`config.mk`:
```
export PLATFORM = sky130hd
export DESIGN_NAME = sp1_ram_arb
export DESIGN_NICKNAME = d
export VERILOG_FILES = /design/src/rtl/sp1_ram_arb_pkg.sv /design/src/rtl/sp1_rr_arb2.sv /design/src/rtl/sp1_ram_arb.sv
export SDC_FILE = /design/constraint.sdc
export NUM_CORES = 1
export LEC_CHECK = 0
export ABC_AREA = 1
export CORE_AREA = 2 2 78 135
export CTS_CLUSTER_DIAMETER = 120
export DETAILED_ROUTE_END_ITERATION = 8
export DIE_AREA = 0 0 80 137
export GPL_TIMING_DRIVEN = 1
export HOLD_SLACK_MARGIN = 0.1
export PLACE_DENSITY = 0.82
export REMOVE_ABC_BUFFERS = 1
export SLEW_MARGIN = 20
export SYNTH_ARGS = -nofsm -noshare
export SYNTH_HDL_FRONTEND = slang
export SYNTH_SLANG_ARGS = --single-unit
```
`constraint.sdc`:
```
create_clock -name clk -period 2.3 [get_ports clk]
set_clock_uncertainty 0.1 [all_clocks]
set_input_delay 0.23 -clock clk [delete_from_list [all_inputs] [get_ports clk]]
set_output_delay 0.23 -clock clk [all_outputs]
set_load 0.03 [all_outputs]
```
`src/rtl/sp1_ram_arb_pkg.sv`:
```
// Shared constants and grant helpers for the sp1_ram two-port arbiter.
// Default AW/DW and port indices live here so every file agrees on them.
package sp1_ram_arb_pkg;

  localparam int SP1_AW = 8;
  localparam int SP1_DW = 32;

  localparam logic ARB_P0 = 1'b0;
  localparam logic ARB_P1 = 1'b1;

  typedef logic [1:0] req_vec_t;

  // Round-robin pick: on contention the port that did not win last time goes.
  // Any non-1 request bit (including X in simulation) falls into default = no grant.
  function automatic req_vec_t rr_pick(input req_vec_t req, input logic lgnt);
    req_vec_t g;
    case (req)
      2'b01:   g = 2'b01;
      2'b10:   g = 2'b10;
      2'b11:   g = (lgnt == ARB_P1) ? 2'b01 : 2'b10;
      default: g = 2'b00;
    endcase
    return g;
  endfunction

  function automatic req_vec_t fixed_pick(input req_vec_t req);
    req_vec_t g;
    case (req)
      2'b01, 2'b11: g = 2'b01;
      2'b10:        g = 2'b10;
      default:      g = 2'b00;
    endcase
    return g;
  endfunction

endpackage

```
`src/rtl/sp1_rr_arb2.sv`:
```
// Two-way grant logic. Round robin with an lgnt register when SP1_RAM_ARB_RR_EN
// is defined, otherwise fixed priority with port 0 winning.
module sp1_rr_arb2
  import sp1_ram_arb_pkg::*;
(
  input  logic       clk,
  input  logic       rst,
  input  logic [1:0] req,
  output logic [1:0] gnt
);

`ifdef SP1_RAM_ARB_RR_EN
  logic lgnt_reg;

  assign gnt = rr_pick(req, lgnt_reg);

  // lgnt only moves on granted cycles; idle cycles keep the last winner.
  always_ff @(posedge clk or posedge rst) begin
    if (rst) begin
      lgnt_reg <= ARB_P1;
    end else if (gnt[0]) begin
      lgnt_reg <= ARB_P0;
    end else if (gnt[1]) begin
      lgnt_reg <= ARB_P1;
    end
  end
`else
  logic unused_clk_rst;

  assign unused_clk_rst = &{1'b0, clk, rst};
  assign gnt = fixed_pick(req);
`endif

endmodule

```
`src/rtl/sp1_ram_arb.sv`:
```
// Two-requester front end for sp1_ram: grant, pin mux, read-return routing and hold
// registers. Arbitration mode selected by SP1_RAM_ARB_RR_EN (see sp1_rr_arb2).
module sp1_ram_arb
  import sp1_ram_arb_pkg::*;
#(
  parameter int AW = SP1_AW,
  parameter int DW = SP1_DW
) (
  input  logic          clk,
  input  logic          rst,
  input  logic          req0,
  input  logic          req1,
  input  logic          we0,
  input  logic          we1,
  input  logic [AW-1:0] adrs0,
  input  logic [AW-1:0] adrs1,
  input  logic [DW-1:0] din0,
  input  logic [DW-1:0] din1,
  output logic          gnt0,
  output logic          gnt1,
  output logic          rvalid0,
  output logic          rvalid1,
  output logic [DW-1:0] rdata0,
  output logic [DW-1:0] rdata1,
  output logic          ram_cs,
  output logic          ram_we,
  output logic [AW-1:0] ram_adrs,
  output logic [DW-1:0] ram_din,
  input  logic [DW-1:0] ram_dout
);

  logic [1:0]    gnt;
  logic [1:0]    we_v;
  logic [1:0]    rvalid;
  logic [DW-1:0] rdata_v [2];
  logic          rd_pend_reg;
  logic          rd_port_reg;

  assign we_v = {we1, we0};

  sp1_rr_arb2 u_arb (
    .clk (clk),
    .rst (rst),
    .req ({req1, req0}),
    .gnt (gnt)
  );

  assign gnt0 = gnt[0];
  assign gnt1 = gnt[1];

  // Pins are forced to zero when nobody is granted so the RAM never sees X.
  always_comb begin
    ram_cs   = |gnt;
    ram_we   = 1'b0;
    ram_adrs = '0;
    ram_din  = '0;
    if (gnt[0]) begin
      ram_we   = we0;
      ram_adrs = adrs0;
      ram_din  = din0;
    end else if (gnt[1]) begin
      ram_we   = we1;
      ram_adrs = adrs1;
      ram_din  = din1;
    end
  end

  // Captured at the same edge sp1_ram registers dout, so rvalid lines up with the data.
  always_ff @(posedge clk or posedge rst) begin
    if (rst) begin
      rd_pend_reg <= 1'b0;
      rd_port_reg <= ARB_P0;
    end else begin
      rd_pend_reg <= |(gnt & ~we_v);
      rd_port_reg <= gnt[1] ? ARB_P1 : ARB_P0;
    end
  end

  generate
    for (genvar gi = 0; gi < 2; gi++) begin : g_port
      logic [DW-1:0] hold_reg;

      assign rvalid[gi]  = rd_pend_reg && (rd_port_reg == 1'(gi));
      assign rdata_v[gi] = rvalid[gi] ? ram_dout : hold_reg;

      always_ff @(posedge clk or posedge rst) begin
        if (rst) begin
          hold_reg <= '0;
        end else if (rvalid[gi]) begin
          hold_reg <= ram_dout;
        end
      end
    end
  endgenerate

  assign rvalid0 = rvalid[0];
  assign rvalid1 = rvalid[1];
  assign rdata0  = rdata_v[0];
  assign rdata1  = rdata_v[1];

endmodule

```
* After elaboration in Yosys (flattened, before gate mapping)
Cells that the tools add are included.
** Cells by class
- Eq/ne operators :: 3
- Multiplexer cells :: 10
- Reduce and logical (&&, ||, !) cells :: 5
- Bitwise gates (word level) :: 3
** Operator list (number)
- 32-bit two-way mux :: 4
- 8-bit two-way mux :: 2
- 2-bit OR reduction :: 3
- 2-bit == test (second input constant) :: 2
- 2-bit one-hot mux with 2 select lines :: 1
- 1-bit two-way mux :: 3
- 2-bit AND :: 1
- 2-bit by 1-bit == test with 1-bit output (second input constant) :: 1
- 1-bit logical AND :: 2
- 2-bit inverter :: 1
- 1-bit inverter :: 1
** Storage, ports and cells
- Output and inout bits :: 110
- Bits of input ports :: 118
- Flip-flop bits (word level) :: 66
- Word-level logic and storage cells :: 25

* Longest topological paths before layout
- Depth after elaboration :: 5
- Depth in mapped cells :: 6
- Gate-level depth less buffers :: 4

* Modules after synthesis
A second synthesis with hierarchy kept.
** Second synthesis, totals
- Cell total of the unflattened synthesis :: 430
- Area total of the unflattened synthesis :: 3268.1 sq um
** Modules (own cells, without submodules)
- sp1_ram_arb :: area each 3256.9 sq um, cells an instance 427, times used 1, sequential area each 1651.6 sq um
- sp1_rr_arb2 :: area each 11.3 sq um, cells an instance 3, times used 1, sequential area each 0.0 sq um

* Worst setup path after synthesis
OpenSTA, ideal clock, no wires.
- Path type :: register to output
- From :: register rd_port_reg
- To :: output rdata0[11]
- Arrival time :: 1.070 ns
- Path buffers :: 2
- Cell stages (with the launch flop) :: 6
- Slack :: 0.900 ns
- Required time :: 1.970 ns
- Path through :: dfrtp_1 -> buf_2 -> inv_2 -> buf_2 -> nand3_1 -> nand2_1
** On the way
- Cells in the longest elaborated chain, start to end :: 3
** Ends and longest elaborated chain
- start: declaration :: RTL line sp1_ram_arb.sv:37 : logic rd_port_reg;
- start signal: assignment :: RTL line sp1_ram_arb.sv:75 : rd_port_reg <= gnt[1] ? ARB_P1 : ARB_P0;
- 1-bit inverter :: RTL line sp1_ram_arb.sv:83 : assign rvalid[gi] = rd_pend_reg && (rd_port_reg == 1'(gi));
- 1-bit logical AND :: RTL line sp1_ram_arb.sv:83
- 32-bit two-way mux
- end: declaration :: RTL line sp1_ram_arb.sv:23 : output logic [DW-1:0] rdata0,
Every way passes these cells.

* Final worst setup path
- From :: register rd_pend_reg
- To :: output rdata1[19]
** On the way
- Cells in the longest elaborated chain, start to end :: 2
** Ends and longest elaborated chain
- start: declaration :: RTL line sp1_ram_arb.sv:36 : logic rd_pend_reg;
- start signal: assignment :: RTL line sp1_ram_arb.sv:74 : rd_pend_reg <= |(gnt & ~we_v);
- 1-bit logical AND :: RTL line sp1_ram_arb.sv:83
- 32-bit two-way mux
- end: declaration :: RTL line sp1_ram_arb.sv:24 : output logic [DW-1:0] rdata1,
Every way passes these cells.

==> reports/results.ini <==
[run_status]
status=completed

[power_and_ir_drop]
total_power_mw=4.70
p_leak_nw=3.32
power.switching_mw=1.61
seq_power_share_pct=30.7
combPwrFrac_pct=39.0
p_int_mw=3.10
swShare_pct=34.1
power_density_nw_per_um2=787
ir_drop_v=0.000481
clock_power_share_pct=30.3

[finish]
drive_gt1_share_pct=16.2
syn2layout_area_growth_pct=82.0
finalNonFillerCells=775
fin_util_pct=60.7
n_antenna_cell=0
finish.instance_area_um2=5980
fin_nets=763
largest_reg_flops=64

[place]
post-place-ws_ps=321
dp_cells=759
place_hpwl_um=9230
io_buffers=227
placed_cell_area_um2=5590
gp_congestion=0.825

[timing]
min_period_ps=2230
finalHoldViolations=0
timing.fmax_mhz=448
timing.final.ws_setup_ps=70.0
setup-tns-final_ps=0
maxSlewViolCount=0
worst-slew-pin-transition_ps=695
period_share_pct=97.0
hold_slack_ps=237
report.final.setup_viol=0
maxSlewHeadroom_pct=53.6

[synth]
muxShareOfSynthArea_pct=0
synthesis.area_um2=3280
ys_types=11
syn_area_per_cell_um2=7.62
synth_compound_area_share_pct=0
synth.top_cells.by_area=dfrtp_1 50%, nand2_1 24%, nand3_1 16%, buf_6 3.1%, buf_2 2.4%
yosys.area.top_type_share_pct=50.3
synth_adder_area_share_pct=0
yosys_warnings=0
synth_top_family_by_area=simple AND/OR/NAND/NOR gates
yosys-top-cells-count=214 x nand2_1, 106 x nand3_1, 66 x dfrtp_1
yosysSeqAreaShare_pct=50.3
synth-xor-area-share_pct=0
synth-seq-cells=66
synthMostInstantiatedCell=nand2_1
synthArstFlopShare_pct=100
synth_top_area_cell=dfrtp_1
synth-edff-count=0
synthFlopType=dfrtp_1
yosys.area_share.simple_pct=41.1
synthCells=431

[floorplanning]
coreArea_um2=9850
rows=48
ioPinCount=228
start_util_pct=33.3
die_x_um=80
die-area_um2=11000
die_y_um=137

[grt]
grt_pass1_vias=3683
grt_pass1_wl_um=18100
overflow=0
grt_max_degree=47
gr-usage-all-layers_pct=21.6
antenna_found_initial=0

[routing]
drt_iter0_drc=185
dr.pass1.iters=6
ant_nets=0
wl_um=12100
drc=0
vias=3771
via_per_inst=4.87
post_drt_wl_per_cell_um=15.6

[critical_path]
cp_cell_sequence=nand2_1 > buf_12 > nand2_1 > nand2_1 > clkdlybuf4s50_1
slowest_stage=clkdlybuf4s50_1
crit_type=flop to primary output
crit_arrival_ps=1900
cp_top_family=buffers and inverters
slowest_delay_ps=680
crit_path_end_kind=primary output
worst-path-buf-inv=2
worst_setup_path_start_kind=flop
critPathMaxFanout=33
crit_required_ps=1970
crit_top_cell=nand2_1

[cts]
postCtsSetupBuffers=0
htreeDepth=3
cts_tree=built
numClockSinks=66
clockBufferDepth=2
cts_made_buffers=9
postCtsHoldBufs=0
cts.clk_slew.worst_paths_ps=50
clkLatencyLatePin_ps=320
root_buffer=clkbuf_16

[min_path]
min_path_type=primary input to asynchronous set/reset pin

[flow_run]
drv_cap=0

-- timing repair --
action / CTS / global route
gates resized for setup: 1 / 28
setup endpoints to repair: 12 / 28
gates cloned: 0 / 0
-- logic make-up (layout without fill, tap and decap cells) --
kind of cell | Yosys count | count (layout)
buf+inv | 43 | 262
flops | 66 | 66
simple gates | 322 | 322
-- worst register-to-register path: stages (launching register included) --
cell,delay [ps]
dfrtp_2,430
buf_4,220
nand2_4,90
buf_4,340
nand2_1,90
nand2_1,120
-- power by group through the flow --
stage | Clock (mW) | Combinational [mW] | Sequential (mW)
after floorplan | 0 | 0.906 | 1.46
after global placement | 0 | 1.82 | 1.45
after detailed placement | 0 | 1.86 | 1.46
after CTS | 1.46 | 1.86 | 1.45
after global routing | 1.51 | 1.94 | 1.47
final | 1.43 | 1.83 | 1.45
-- final timing paths --
kind,startpoint,to,slack [ps],cells past startpoint
worst max-delay path,rd_pend_reg,rdata1[19],70,5
min in group clk,g_port[1].hold_reg[2],g_port[1].hold_reg[2],370,2
worst max register to register,rd_pend_reg,g_port[0].hold_reg[26],830,5
max in group asynchronous,rst,g_port[1].hold_reg[5],1230,3
worst min register to register,g_port[1].hold_reg[2],g_port[1].hold_reg[2],370,2
worst min-delay path,rst,g_port[1].hold_reg[25],240,2
-- cells in the final DEF, fill, tap and decap left out --
master           netlist  routed
clkbuf_8               0       1
nand2_1              214     214
dfrtp_2                0       1
dlymetal6s2s_1         0      28
clkbuf_1               1       4
buf_4                  9      68
nand2_4                1       1
nor2_1                 1       1
nand3_1              106     106
inv_2                  2       3
bufinv_16              0       2
dfrtp_1               66      65
buf_12                 0      19
inv_1                  6       5
buf_6                  9       1
clkdlybuf4s50_1        0     122
clkbuf_16              0       9
-- area by class of cell --
| cell class | count | area [um2] |
|---|---|---|
| multi-input combinational | 322 | 1350 |
| tap | 125 | 156 |
| clock inverter | 2 | 60.1 |
| fill | 847 | 3870 |
| sequential | 66 | 1650 |
| timing repair buffer | 238 | 2470 |
| clock buffer | 14 | 254 |
| inverter | 8 | 30.0 |
-- per-layer routing --
layer  GRT usage, %  share of wire, %  vias to the layer above
li1               -                 -                     1807
met1           23.2                37                     1724
met2           38.3                50                      220
met3           7.32                10                       20
met4           8.29               2.2                        0
met5              0                 0                        -
Power figures use the tool's default switching activity.
